<file path="src/rtl/router_sync.sv">
// rtl/router_sync.sv - address latch, write steering and per-port timeout glue for the 1x3 router
//
// Sits between the router FSM and the three output FIFOs.
//   clock, reset                 : rising-edge clock, asynchronous active-high reset
//   detect_add, data_in[1:0]     : header strobe and destination address captured with it
//   write_enb_reg                : FSM write request for the current byte
//   read_enb_0..2                : per-port read strobes from the destinations
//   empty_0..2, full_0..2        : per-FIFO status flags
//   write_enb[2:0]               : one-hot FIFO write enable for the addressed port
//   fifo_full                    : full flag of the addressed FIFO (0 for address 3)
//   vld_out_0..2                 : port holds data (~empty)
//   soft_reset_0..2              : one-cycle flush pulse after TIMEOUT unread cycles
module router_sync #(
    parameter int TIMEOUT = 30,
    parameter int CNT_W   = 5
) (
    input  logic       clock,
    input  logic       reset,
    input  logic       detect_add,
    input  logic [1:0] data_in,
    input  logic       write_enb_reg,
    input  logic       read_enb_0,
    input  logic       read_enb_1,
    input  logic       read_enb_2,
    input  logic       empty_0,
    input  logic       empty_1,
    input  logic       empty_2,
    input  logic       full_0,
    input  logic       full_1,
    input  logic       full_2,
    output logic [2:0] write_enb,
    output logic       fifo_full,
    output logic       vld_out_0,
    output logic       vld_out_1,
    output logic       vld_out_2,
    output logic       soft_reset_0,
    output logic       soft_reset_1,
    output logic       soft_reset_2
);

    localparam logic [CNT_W-1:0] TERM = CNT_W'(TIMEOUT - 1);

    logic [1:0]       addr_q, addr_d;
    logic [CNT_W-1:0] cnt_q [3];
    logic [CNT_W-1:0] cnt_d [3];
    logic [2:0]       sr_q, sr_d;
    logic [2:0]       vld;
    logic [2:0]       rd;

    assign vld = ~{empty_2, empty_1, empty_0};
    assign rd  = {read_enb_2, read_enb_1, read_enb_0};

    assign vld_out_0 = vld[0];
    assign vld_out_1 = vld[1];
    assign vld_out_2 = vld[2];

    assign soft_reset_0 = sr_q[0];
    assign soft_reset_1 = sr_q[1];
    assign soft_reset_2 = sr_q[2];

    assign addr_d = detect_add ? data_in : addr_q;

    // Steering uses the registered address, so the header's own write
    // (one cycle after detect_add) already lands in the new FIFO.
    always_comb begin
        write_enb = 3'b000;
        if (write_enb_reg) begin
            case (addr_q)
                2'd0:    write_enb = 3'b001;
                2'd1:    write_enb = 3'b010;
                2'd2:    write_enb = 3'b100;
                default: write_enb = 3'b000;
            endcase
        end
    end

    always_comb begin
        case (addr_q)
            2'd0:    fifo_full = full_0;
            2'd1:    fifo_full = full_1;
            2'd2:    fifo_full = full_2;
            default: fifo_full = 1'b0;
        endcase
    end

    // A read on the terminal-count cycle takes priority and suppresses the pulse.
    always_comb begin
        sr_d = 3'b000;
        for (int n = 0; n < 3; n++) begin
            cnt_d[n] = cnt_q[n];
            if (!vld[n] || rd[n]) begin
                cnt_d[n] = '0;
            end else if (cnt_q[n] == TERM) begin
                cnt_d[n] = '0;
                sr_d[n]  = 1'b1;
            end else begin
                cnt_d[n] = cnt_q[n] + CNT_W'(1);
            end
        end
    end

    always_ff @(posedge clock or posedge reset) begin
        if (reset) begin
            addr_q <= 2'b00;
            sr_q   <= 3'b000;
            for (int n = 0; n < 3; n++) begin
                cnt_q[n] <= '0;
            end
        end else begin
            addr_q <= addr_d;
            sr_q   <= sr_d;
            for (int n = 0; n < 3; n++) begin
                cnt_q[n] <= cnt_d[n];
            end
        end
    end

endmodule

</file>
<file path="config.mk">
export PLATFORM = sky130hd
export DESIGN_NAME = router_sync
export DESIGN_NICKNAME = d
export VERILOG_FILES = /design/src/rtl/router_sync.sv
export SDC_FILE = /design/constraint.sdc
export NUM_CORES = 1
export LEC_CHECK = 0
export ABC_AREA = 1
export BUFFER_PORTS_ARGS = -buffer_cell sky130_fd_sc_hd__buf_2
export CAP_MARGIN = 20
export CORE_MARGIN = 4
export CORE_UTILIZATION = 55
export CTS_CLUSTER_DIAMETER = 80
export CTS_CLUSTER_SIZE = 12
export DETAILED_ROUTE_END_ITERATION = 10
export PLACE_DENSITY = 0.82
export SLEW_MARGIN = 20
export SYNTH_ARGS = -nofsm -noshare
export SYNTH_HDL_FRONTEND = slang
export SYNTH_SLANG_ARGS = --single-unit
</file>
<file path="constraint.sdc">
create_clock -name clock -period 2.54 [get_ports clock]
set_input_delay 0.127 -clock clock [delete_from_list [all_inputs] [get_ports clock]]
set_output_delay 0.127 -clock clock [all_outputs]
set_load 0.02 [all_outputs]
</file>
* After elaboration in Yosys (flattened, before gate mapping) *
Index checks and enable logic that the tools add are counted.

word-level totals
  register bits after elaboration = 20
  output and inout port bits = 10
  word-level logic and storage cells = 36
  input port bits = 15

cells by class
  reduce and logical (&&, ||, !) cells = 7
  equality and inequality tests = 5
  add/subtract/negate cells = 3
  bitwise operators = 1
  mux-type cells = 15

operators with widths
  kind                                                              number
  5-bit two-way mux                                                 6
  5-bit by 1-bit adder with 5-bit output (second input constant)    3
  5-bit == test (second input constant)                             3
  3-bit case mux with 3 select lines                                1
  1-bit two-way mux                                                 6
  1-bit logical NOT                                                 3
  1-bit logical OR                                                  3
  3-bit two-way mux                                                 1
  3-bit NOT                                                         1
  1-bit case mux with 3 select lines                                1
  2-bit by 1-bit == test with 1-bit output (second input constant)  1
  2-bit == test (second input constant)                             1
  2-bit logical NOT                                                 1

* Logic depth before layout (Yosys ltp) *
Gate-level depths: netlist of run 1.

  depth after elaboration = 4
  mapped depth = 7
  gate-level depth less buffers = 7

* Worst setup path before layout of run 1 *
OpenSTA, ideal clock, no wires.

  kind = register to output
  from = register addr_q[1]
  to = output write_enb[2]
  required time = 2,413 ps
  buffers on the path = 0
  data arrival time = 928 ps
  setup slack = 1,485 ps
  stages on the path, launching flop included = 3
  cell sequence = dfrtp_1 > inv_1 > nor3_1

on the way
  word-level cells in the longest chain between the ends = 3
  elaborated cells on any way between the ends = 5
  classes of those cells = eq/ne: 2; mux: 2; reduce/logical: 1

ends and longest elaborated chain
  item                                    RTL line  RTL
  start: declaration                      43        logic [1:0] addr_q, addr_d;
  start signal: assignment                110       addr_q <= addr_d;
  2-bit == test (tied with other cells)   68        case (addr_q)
  3-bit case mux with 3 select lines (*)  68
  3-bit two-way mux (*)                   67        if (write_enb_reg) begin
  end: declaration                        31        output logic [2:0] write_enb,

Mark *: on every way between the ends. The rest lies on a longest branch, timed or not.

* Worst setup path after layout of run 1 *
  from = register cnt_q[10] (netlist name)
  to = register sr_q[0]

on the way
  word-level cells in the longest chain between the ends = 3

ends and longest elaborated chain
  item                              RTL line  RTL
  start: declaration                44        logic [CNT_W-1:0] cnt_q [3];
  start signal: indexed assignment  113       cnt_q[n] <= cnt_d[n];
  5-bit == test                     93        end else if (cnt_q[n] == TERM) begin
  1-bit two-way mux                 93
  1-bit two-way mux                 91        if (!vld[n] || rd[n]) begin
  named net sr_d[0]                 46        logic [2:0] sr_q, sr_d;
  end signal: assignment            111       sr_q <= sr_d;
  end: declaration                  46

The timed path passes the listed nets, and every way through them passes these cells.
A chain may end at the register's enable or synchronous reset.

==> results of run 1 <==
==> area by class of cell <==
| cell class | instances | area share, % |
|---|---|---|
| clock inverter | 1 | 2.365 |
| sequential | 20 | 39.41 |
| inverter | 22 | 6.502 |
| clock buffer | 3 | 1.773 |
| timing repair buffer | 31 | 14.98 |
| multi-input combinational | 74 | 32.51 |
| tap | 25 | 2.463 |
==> per-stage QoR <==
stage / std cells / utilization (%) / instance area, sq um / hold slack, ns
6_report: 176 / 73.55 / 1270 / 0.02641
2_1_floorplan: 116 / - / 996.0 / 0.09083
5_1_grt: 176 / 73.55 / 1270 / 0.04936
3_5_place_dp: 165 / 66.45 / 1147 / 0.2857
3_3_place_gp: 165 / 66.45 / 1147 / 0.2855
4_1_cts: 176 / 73.55 / 1270 / 0.01989
==> state kept, by name (all words and copies together) (netlist names) <==
register	cells
addr_q	2
sr_q	3
cnt_q	15
==> critical path: cells and delay by family, from the launching register on <==
| family | cells | cell delay, ns |
|---|---|---|
| fa+ha+maj | 1 | 0.22 |
| buf+inv | 2 | 0.58 |
| flops | 1 | 0.45 |
| simple gates | 3 | 0.18 |
==> power groups by stage <==
stage / combinational (mW) / clock [mW] / sequential (mW)
final: 0.0678 / 0.268 / 0.334
after global routing: 0.0772 / 0.287 / 0.336
after CTS: 0.0678 / 0.272 / 0.334
after detailed placement: 0.0626 / 0 / 0.340
after global placement: 0.0603 / 0 / 0.339
after floorplan: 0.0363 / 0 / 0.338
==> per-layer routing <==
metal / vias up / share of wire (%) / GRT usage, %
li1: 431 / - / -
met1: 379 / 42 / 21.58
met2: 20 / 52 / 28.91
met3: 6 / 3.7 / 2.671
met4: 0 / 2.1 / 10.76
met5: - / 0 / 0
==> cell families after synthesis <==
kind of cell | after synthesis | share of synthesized area, %
AOI/OAI and AO/OA | 5 | 2.512
DFF | 20 | 50.25
xor gates and xnor gates | 3 | 2.639
buffers and inverters | 22 | 8.292
and+or+nand+nor | 60 | 28.77
adders and majority gates | 6 | 7.537
==> final timing paths <==
check / slack [ns] / endpoint / from / cells after the start
setup / recovery: 1.00 / sr_q[0] / cnt_q[10] / 6
min in group asynchronous: 0.52 / cnt_q[12] / reset / 3
setup reg to reg: 1.00 / sr_q[0] / cnt_q[10] / 6
hold reg to reg: 0.52 / cnt_q[0] / cnt_q[0] / 1
hold / removal: 0.03 / addr_q[0] / data_in[0] / 3
max in group asynchronous: 1.57 / cnt_q[6] / reset / 3
==> Yosys cell counts <==
| cell | count | area, sq um |
|---|---|---|
| a21oi_1 | 3 | 15.01 |
| dfrtp_1 | 20 | 500.5 |
| nor3_2 | 3 | 30.03 |
| nor3_1 | 3 | 15.01 |
| nand3_1 | 13 | 65.06 |
| inv_1 | 22 | 82.58 |
| ha_1 | 6 | 75.07 |
| o21ai_0 | 2 | 10.01 |
| nand4_1 | 3 | 18.77 |
| xnor2_1 | 3 | 26.28 |
| nand2_1 | 14 | 52.55 |
| nand2_2 | 6 | 37.54 |
| nor2_1 | 18 | 67.56 |
==> metrics.csv, run 1 <==
metric;value;unit
final_common_cell;buf_2;
grt_pass1_vias;800;
clockBufferDepth;2;
grt.total_usage;17.58;%
core;1727;sq um
clk_transition_reported_paths;0.12;ns
worstPathRequired;2.74;ns
port_buffers;24;
place_congestion;0.7647;
rows;15;
viasPerCell;4.750;
clock_latency;0.31;ns
multi_input_area;412.9;sq um
cts_setup_buffers;0;
path_class;reg -> reg;
hp-class;in -> reg;
cts-root-buf;clkbuf_4;
drive_gt1_share;24.50;%
cts_made_buffers;3;
status;completed;
setup_viol;0;
ff_latch_area;500.5;sq um
crit_chain;ha_1, nand2_1, inv_1, nand2_2, nor3_2, dlygate4sd3_1;
p_per_area;527.2;nW/um^2
synth.distinct_cells;13;
grt_pass1_wl;3325;um
fin_crit_sh;60.49;%
seq_area_frac_synth;50.25;%
dp_slack;1.423;ns
areaGrowthSynthToFinish;27.51;%
netlist_instances;116;
max_cap_viol_count;0;
cp.arrival;1.74;ns
worstSetupEndpointType;flop;
syn_area;996.0;sq um
synth_nets;137;
drc;0;
nFillCells;126;
min_period;1.537;ns
clock-skew-final;0.003783;ns
fin_nets;173;
p_total;0.6695;mW
grt_overflow;0;
cts_tree;done;
crit_fanout;5;
pwr-share-clk;40.0;%
p_seq_share;49.9;%
ys_seq_elements;20;
first_iter_violations;20;
p_int;0.5118;mW
dr.pass1.iters;4;
h-tree-depth;1;
wl;1909;um
cts_resized;0;
switching_share;23.55;%
start_util;57.68;%
critPathMaxStageDelay;0.54;ns
combPwrFrac;10.1;%
n_antenna_cell;0;
max-slew-margin-rel;51.69;%
fmax;650.8;MHz
die-area;2556;sq um
leakage;0.6944;nW
yosysWarnings;0;
detail_route.wl_per_cell;10.85;um
slew_violations;0;
setup-tns-final;0;ns
postRouteAntennaNets;0;
hold_viol_final;0;
vias;836;
avgSynthCellArea;8.586;sq um
final_cell_mix;buf_2, inv_1, dfrtp_1;
worst_slack;1.004;ns
max_slew.worst_pin.slew;0.7239;ns
numClockSinks;20;
dieWidth;50.56;um
power_switching;0.1576;mW
antenna_found_initial;0;
grt_max_degree;21;
critPathLaunchType;flop;
die_h;50.56;um
max-vdd-ir-drop;313.0;uV
rsz0062_at_grt;no;
cts_hold_buf;7;
post-dp-hpwl;1352;um
ios;25;
cp_slowest_cell;dlygate4sd3_1;
Note: power is estimated with default switching activity, not from simulation.
==> run 2: changes to the inputs <==
Settings changed: ABC_AREA 1 to 0, CORE_UTILIZATION 55 to 44, PLACE_DENSITY 0.82 to 0.72.
Clock period 2.54 ns to 1.25 ns, I/O delays scaled along.
==> metrics.csv, run 2 <==
metric;value;unit;change
synth.distinct_cells;16;;+3
postRouteAntennaNets;0;;unchanged
areaGrowthSynthToFinish;33.66;%;
syn_area;892.1;sq um;-10%
synthArstFlopShare;100.0;%;unchanged
path_class;reg -> out;;
numClockSinks;20;;unchanged
min_period;1.207;ns;
clockBufferDepth;2;;unchanged
synth-edff-count;0;;unchanged
top_regs;cnt_q x15, sr_q x3, addr_q x2;;
worstPathRequired;1.19;ns;-1.55 ns
cts_made_buffers;3;;unchanged
yosysWarnings;0;;unchanged
port_buffers;24;;unchanged
die_h;53.03;um;+4.9%
synth.area.mux_share;3.647;%;+3.6 points
synth_top_family_by_area;simple AND/OR/NAND/NOR gates;;
grt.total_usage;12.90;%;-4.7 points
ios;25;;unchanged
final_common_cell;buf_2;;
grt_overflow;0;;unchanged
netlist_instances;84;;-28%
dp.cells;136;;-18%
netlist_top_cells_area;dfrtp_1, ha_1, nor2_1;;
dr.pass1.iters;4;;unchanged
status;completed;;
max-vdd-ir-drop;594.8;uV;+90%
drc;0;;unchanged
clock-skew-final;0.004238;ns;+0.0004546 ns
yosys.area_share.adder;8.415;%;+0.88 points
cp.arrival;1.14;ns;-0.60 ns
synth_top_area_cell;dfrtp_1;;
dieWidth;53.03;um;+4.9%
detail_route.wl_per_cell;10.84;um;about the same
slew_violations;0;;unchanged
max_cap_viol_count;0;;unchanged
place_congestion;0.7836;;+2.5%
grt_pass1_wl;2601;um;-22%
fin_nets;145;;-16%
seq_area_frac_synth;56.10;%;+5.8 points
cp_slowest_cell;dfrtp_2;;
crit_fanout;6;;+1
hp-class;in -> reg;;
start_util;45.94;%;-12 points
synthFlopType;dfrtp_1;;
post-dp-hpwl;1175;um;-13%
largest_reg_flops;15;;unchanged
max_slew.worst_pin.slew;0.2549;ns;-0.4690 ns
fin_crit_sh;96.52;%;
rsz0062_at_grt;yes;;
clk_transition_reported_paths;0.11;ns;about the same
crit_chain;nor3b_1, buf_2;;
yosysMostFrequentCell;dfrtp_1;;
drive_gt1_share;27.64;%;+3.1 points
viasPerCell;4.613;;-2.9%
worstSetupEndpointType;output port;;
synth_nets;105;;-23%
n_antenna_cell;0;;unchanged
rows;16;;+1
critPathMaxStageDelay;0.45;ns;-0.09 ns
h-tree-depth;1;;unchanged
final_cell_area;1192;sq um;-6.1%
yosys.area.top_type_share;56.10;%;+5.8 points
setup_viol;0;;unchanged
cts_tree;done;;
core;1942;sq um;+12%
r2r_slack;0.15;ns;-0.85 ns
ys_seq_elements;20;;unchanged
ys_top_cells_by_count;dfrtp_1, nor2_1, inv_1;;
synthSimpleGateAreaFrac;19.50;%;-9.3 points
antenna_found_initial;0;;unchanged
max-slew-margin-rel;83.01;%;+31 points
grt_max_degree;21;;unchanged
hold_viol_final;0;;unchanged
top_register;cnt_q;;
vias;692;;-17%
critPathLaunchType;flop;;
synth-compound-area-share;0.5610;%;-2.0 points
cts-root-buf;clkbuf_4;;
die-area;2812;sq um;+10%
final_cell_mix;buf_2, nor2_1, dfrtp_1;;
placed_area;1054;sq um;-8.2%
grt_pass1_vias;651;;-19%
first_iter_violations;10;;-50%
stdcell_count;150;;-15%
clock_latency;0.29;ns;-0.02 ns
p_per_area;1009;nW/um^2;+91%
leakage;0.6082;nW;-12%
synth_xor_area_share;8.836;%;+6.2 points
fmax;828.8;MHz;
wl;1626;um;-15%
avgSynthCellArea;10.62;sq um;+24%
[run 2: cell types whose count changed in the layout (fill, tap and decap cells not counted), sizes merged, moves of 2 or more]
cell	change
a21oi	-3
nand2	-16
nand3	-7
dlygate4sd3	+2
inv	-15
xor2	+6
nor3	-3
mux2	+2
buf	+2
[run 2: worst max-delay path: cells and delay by family (launching register included)]
family | cells | cell delay (ns)
and+or+nand+nor | 1 | 0.20
DFF | 1 | 0.45
buffers and inverters | 1 | 0.20
[run 2: layout make-up]
| cell class | count | area, sq um |
|---|---|---|
| Clock buffer | 4 | 36.28 |
| Fill cell | 173 | 749.5 |
| Inverter | 7 | 26.28 |
| Multi-Input combinational cell | 57 | 365.4 |
| Sequential cell | 20 | 503.0 |
| Tap cell | 27 | 33.78 |
| Timing Repair Buffer | 35 | 227.7 |
[run 2: cells by family (layout without fill, tap and decap cells)]
family | after synthesis | after routing
AND/OR/NAND/NOR | 38 | 38
flip-flops | 20 | 20
XOR/XNOR | 9 | 9
buffers and inverters | 7 | 46
adder cells (fa/ha/maj) | 6 | 6
multiplexers | 3 | 3
AO/OA/AOI/OAI | 1 | 1
[run 2: final timing paths]
| kind | start | to | cells past startpoint |
|---|---|---|---|
| worst max-delay path | addr_q[1] | write_enb[0] | 2 |
| worst min-delay path | detect_add | addr_q[0] | 2 |
| worst min register to register | cnt_q[5] | cnt_q[5] | 1 |
| worst max register to register | cnt_q[0] | cnt_q[2] | 4 |
| min in group asynchronous | reset | cnt_q[7] | 4 |
| max in group asynchronous | reset | addr_q[0] | 4 |
[run 2: metrics by stage]
stage	worst slack, ns	power [mW]	TNS [ns]	hold slack, ns	utilization [%]
final	0.04346	1.203	0	0.04844	61.40
after global routing	-0.02640	1.257	-0.02640	0.03920	61.40
after CTS	0.006321	1.205	0	0.02533	60.76
after detailed placement	0.1868	0.8187	0	0.1005	54.25
after global placement	0.2157	0.8140	0	0.09507	54.25
after floorplan	0.2387	0.7617	0	0.02633	-
[run 2: what timing repair did]
item                                    CTS  global route
endpoints found under the setup margin    0             2
gates resized for setup                   0             3
hold buffers                              9             0
endpoints found under the hold margin    25             0
buffers inserted                          0             1
[run 2: power breakdown]
part	total, mW	switching, mW	internal, mW
sequential	0.681	0.0179	0.663
clock	0.367	0.189	0.177
combinational	0.155	0.0775	0.0776
total	1.20	0.285	0.918
[run 2: layer usage]
metal  routed length (um)  track usage (%)
met1                  685            14.70
met2                  861            22.73
met3                   39            1.690
met4                   39            7.660
met5                    0                0
==> run 3: changes to the inputs <==
Settings changed: CELL_PAD_IN_SITES_DETAIL_PLACEMENT set to 0, CELL_PAD_IN_SITES_GLOBAL_PLACEMENT set to 1, CORE_UTILIZATION 44 to 34, PLACE_DENSITY 0.72 to not set, PLACE_DENSITY_LB_ADDON set to 0.1.
==> metrics.csv, run 3 (synthesis results as in run 2) <==
metric;value;unit;change
cts_made_buffers;3;;unchanged
r2r_end;cnt_q[3];;
wl;1523;um;-6.3%
fin_crit_sh;96.62;%;+0.098 points
drive_gt1_share;26.02;%;-1.6 points
rows;18;;+2
clockBufferDepth;2;;unchanged
crit_chain;mux2i_1, o21ai_1, buf_4;;
grt_pass1_wl;2539;um;-2.4%
dp_slack;0.1521;ns;-0.03468 ns
final_common_cell;buf_2;;
max_slew.worst_pin.slew;0.2138;ns;-0.04117 ns
setup_viol;0;;unchanged
wl_met1;673;um;-1.8%
clock_latency;0.29;ns;about the same
place_congestion;0.7671;;-2.1%
met3_length;94;um;+140%
path_class;reg -> out;;
holdPathStages;2;;unchanged
top_register;cnt_q;;
stdcell_count;153;;+2.0%
cts-root-buf;clkbuf_4;;
max_cap_viol_count;0;;unchanged
hold_viol_final;0;;unchanged
grt_pass1_vias;601;;-7.7%
fmax;828.0;MHz;-0.10%
nFillCells;237;;+37%
top_regs;cnt_q x15, sr_q x3, addr_q x2;;
antenna_found_initial;0;;unchanged
critPathLaunchType;flop;;
areaGrowthSynthToFinish;35.90;%;
worstPathRequired;1.19;ns;about the same
wl_met2;740;um;-14%
dr.max_layer_used;met4;;
cp.arrival;1.15;ns;about the same
clock-skew-final;0.007089;ns;+0.002852 ns
cts_tree;done;;
hp-class;in -> reg;;
grt_overflow;0;;unchanged
numClockSinks;20;;unchanged
dr.pass1.iters;2;;-2
p_per_area;1112;nW/um^2;+10%
placed_area;1057;sq um;+0.36%
r2r_slack;0.15;ns;about the same
vias;665;;-3.9%
h-tree-depth;1;;unchanged
core;2500;sq um;+29%
worstSetupEndpointType;output port;;
max-slew-margin-rel;85.75;%;+2.7 points
leakage;0.6173;nW;+1.5%
largest_reg_flops;15;;unchanged
slew_violations;0;;unchanged
cp_slowest_cell;dfrtp_1;;
min_period;1.208;ns;+0.001229 ns
status;completed;;
setup-tns-final;0;ns;unchanged
final_cell_area;1212;sq um;+1.7%
fin_nets;145;;unchanged
whs;0.03117;ns;-0.01727 ns
ios;25;;unchanged
die_h;59.23;um;+12%
drc;0;;unchanged
first_iter_violations;10;;unchanged
clk_transition_reported_paths;0.11;ns;about the same
regToRegStartpoint;cnt_q[1];;
fin_util;48.50;%;-13 points
post-dp-hpwl;1139;um;-3.1%
startpoint;addr_q[0];;
worstRegToRegCells;5;;+1
worst_slack;0.04223;ns;-0.001229 ns
postRouteAntennaNets;0;;unchanged
viasPerCell;4.346;;-5.8%
grt_max_degree;18;;-14%
critPathMaxStageDelay;0.43;ns;-0.02 ns
die-area;3508;sq um;+25%
crit_fanout;5;;-1
port_buffers;24;;unchanged
n_antenna_cell;0;;unchanged
dp.cells;139;;+2.2%
cp_num_buf_inv;1;;unchanged
p_total;1.348;mW;+12%
dieWidth;59.23;um;+12%
min_to;addr_q[1];;
start_util;35.69;%;-10 points
hp-start;detect_add;;
grt.total_usage;9.641;%;-3.3 points
path_delay_family;flip-flops;;
max-vdd-ir-drop;854.0;uV;+44%
detail_route.wl_per_cell;9.954;um;-8.2%
final_cell_mix;buf_2, dfrtp_1, nor2_1;;
rsz0062_at_grt;yes;;
[run 3: cell count changes in the layout (fill, tap and decap cells not counted)]
cell	before	now
buf_2	23	22
buf_4	3	4
bufinv_16	0	1
clkbuf_8	1	0
dfrtp_1	18	20
dfrtp_2	2	0
[run 3: power by group]
part	internal, mW	switching, mW	total [mW]
combinational	0.0783	0.0751	0.153
sequential	0.662	0.0172	0.679
clock	0.324	0.192	0.516
[run 3: repair_timing]
action / in CTS / in global routing
hold endpoints to repair: 25 / 0
gates resized for setup: 0 / 2
setup buffers: 1 / 0
hold buffers: 9 / 0
endpoints found under the setup margin: 1 / 2
[run 3: area by class of cell]
type | count | area (sq um) | share of cell area [%]
Clock inverter | 1 | 30.03 | 2.477
Inverter | 7 | 26.28 | 2.167
Sequential cell | 20 | 500.5 | 41.28
Multi-Input combinational cell | 57 | 365.4 | 30.13
Clock buffer | 3 | 22.52 | 1.858
Tap cell | 30 | 37.54 | 3.096
Timing Repair Buffer | 35 | 230.2 | 18.99
[run 3: worst max path at each step]
stage	endpoint	slack [ns]	depth (start not counted)
global placement	cnt_q[13]	0.19	5
global route	fifo_full	-0.03	3
floorplan	write_enb[0]	0.24	1
detailed placement	cnt_q[4]	0.15	4
finish	fifo_full	0.04	3
CTS	fifo_full	0.006	3
[run 3: layer usage]
metal  track usage [%]  vias up
met5                 0        -
met4             5.825        0
met3             1.961        2
met2             14.35       13
met1             12.79      300
li1                  -      350
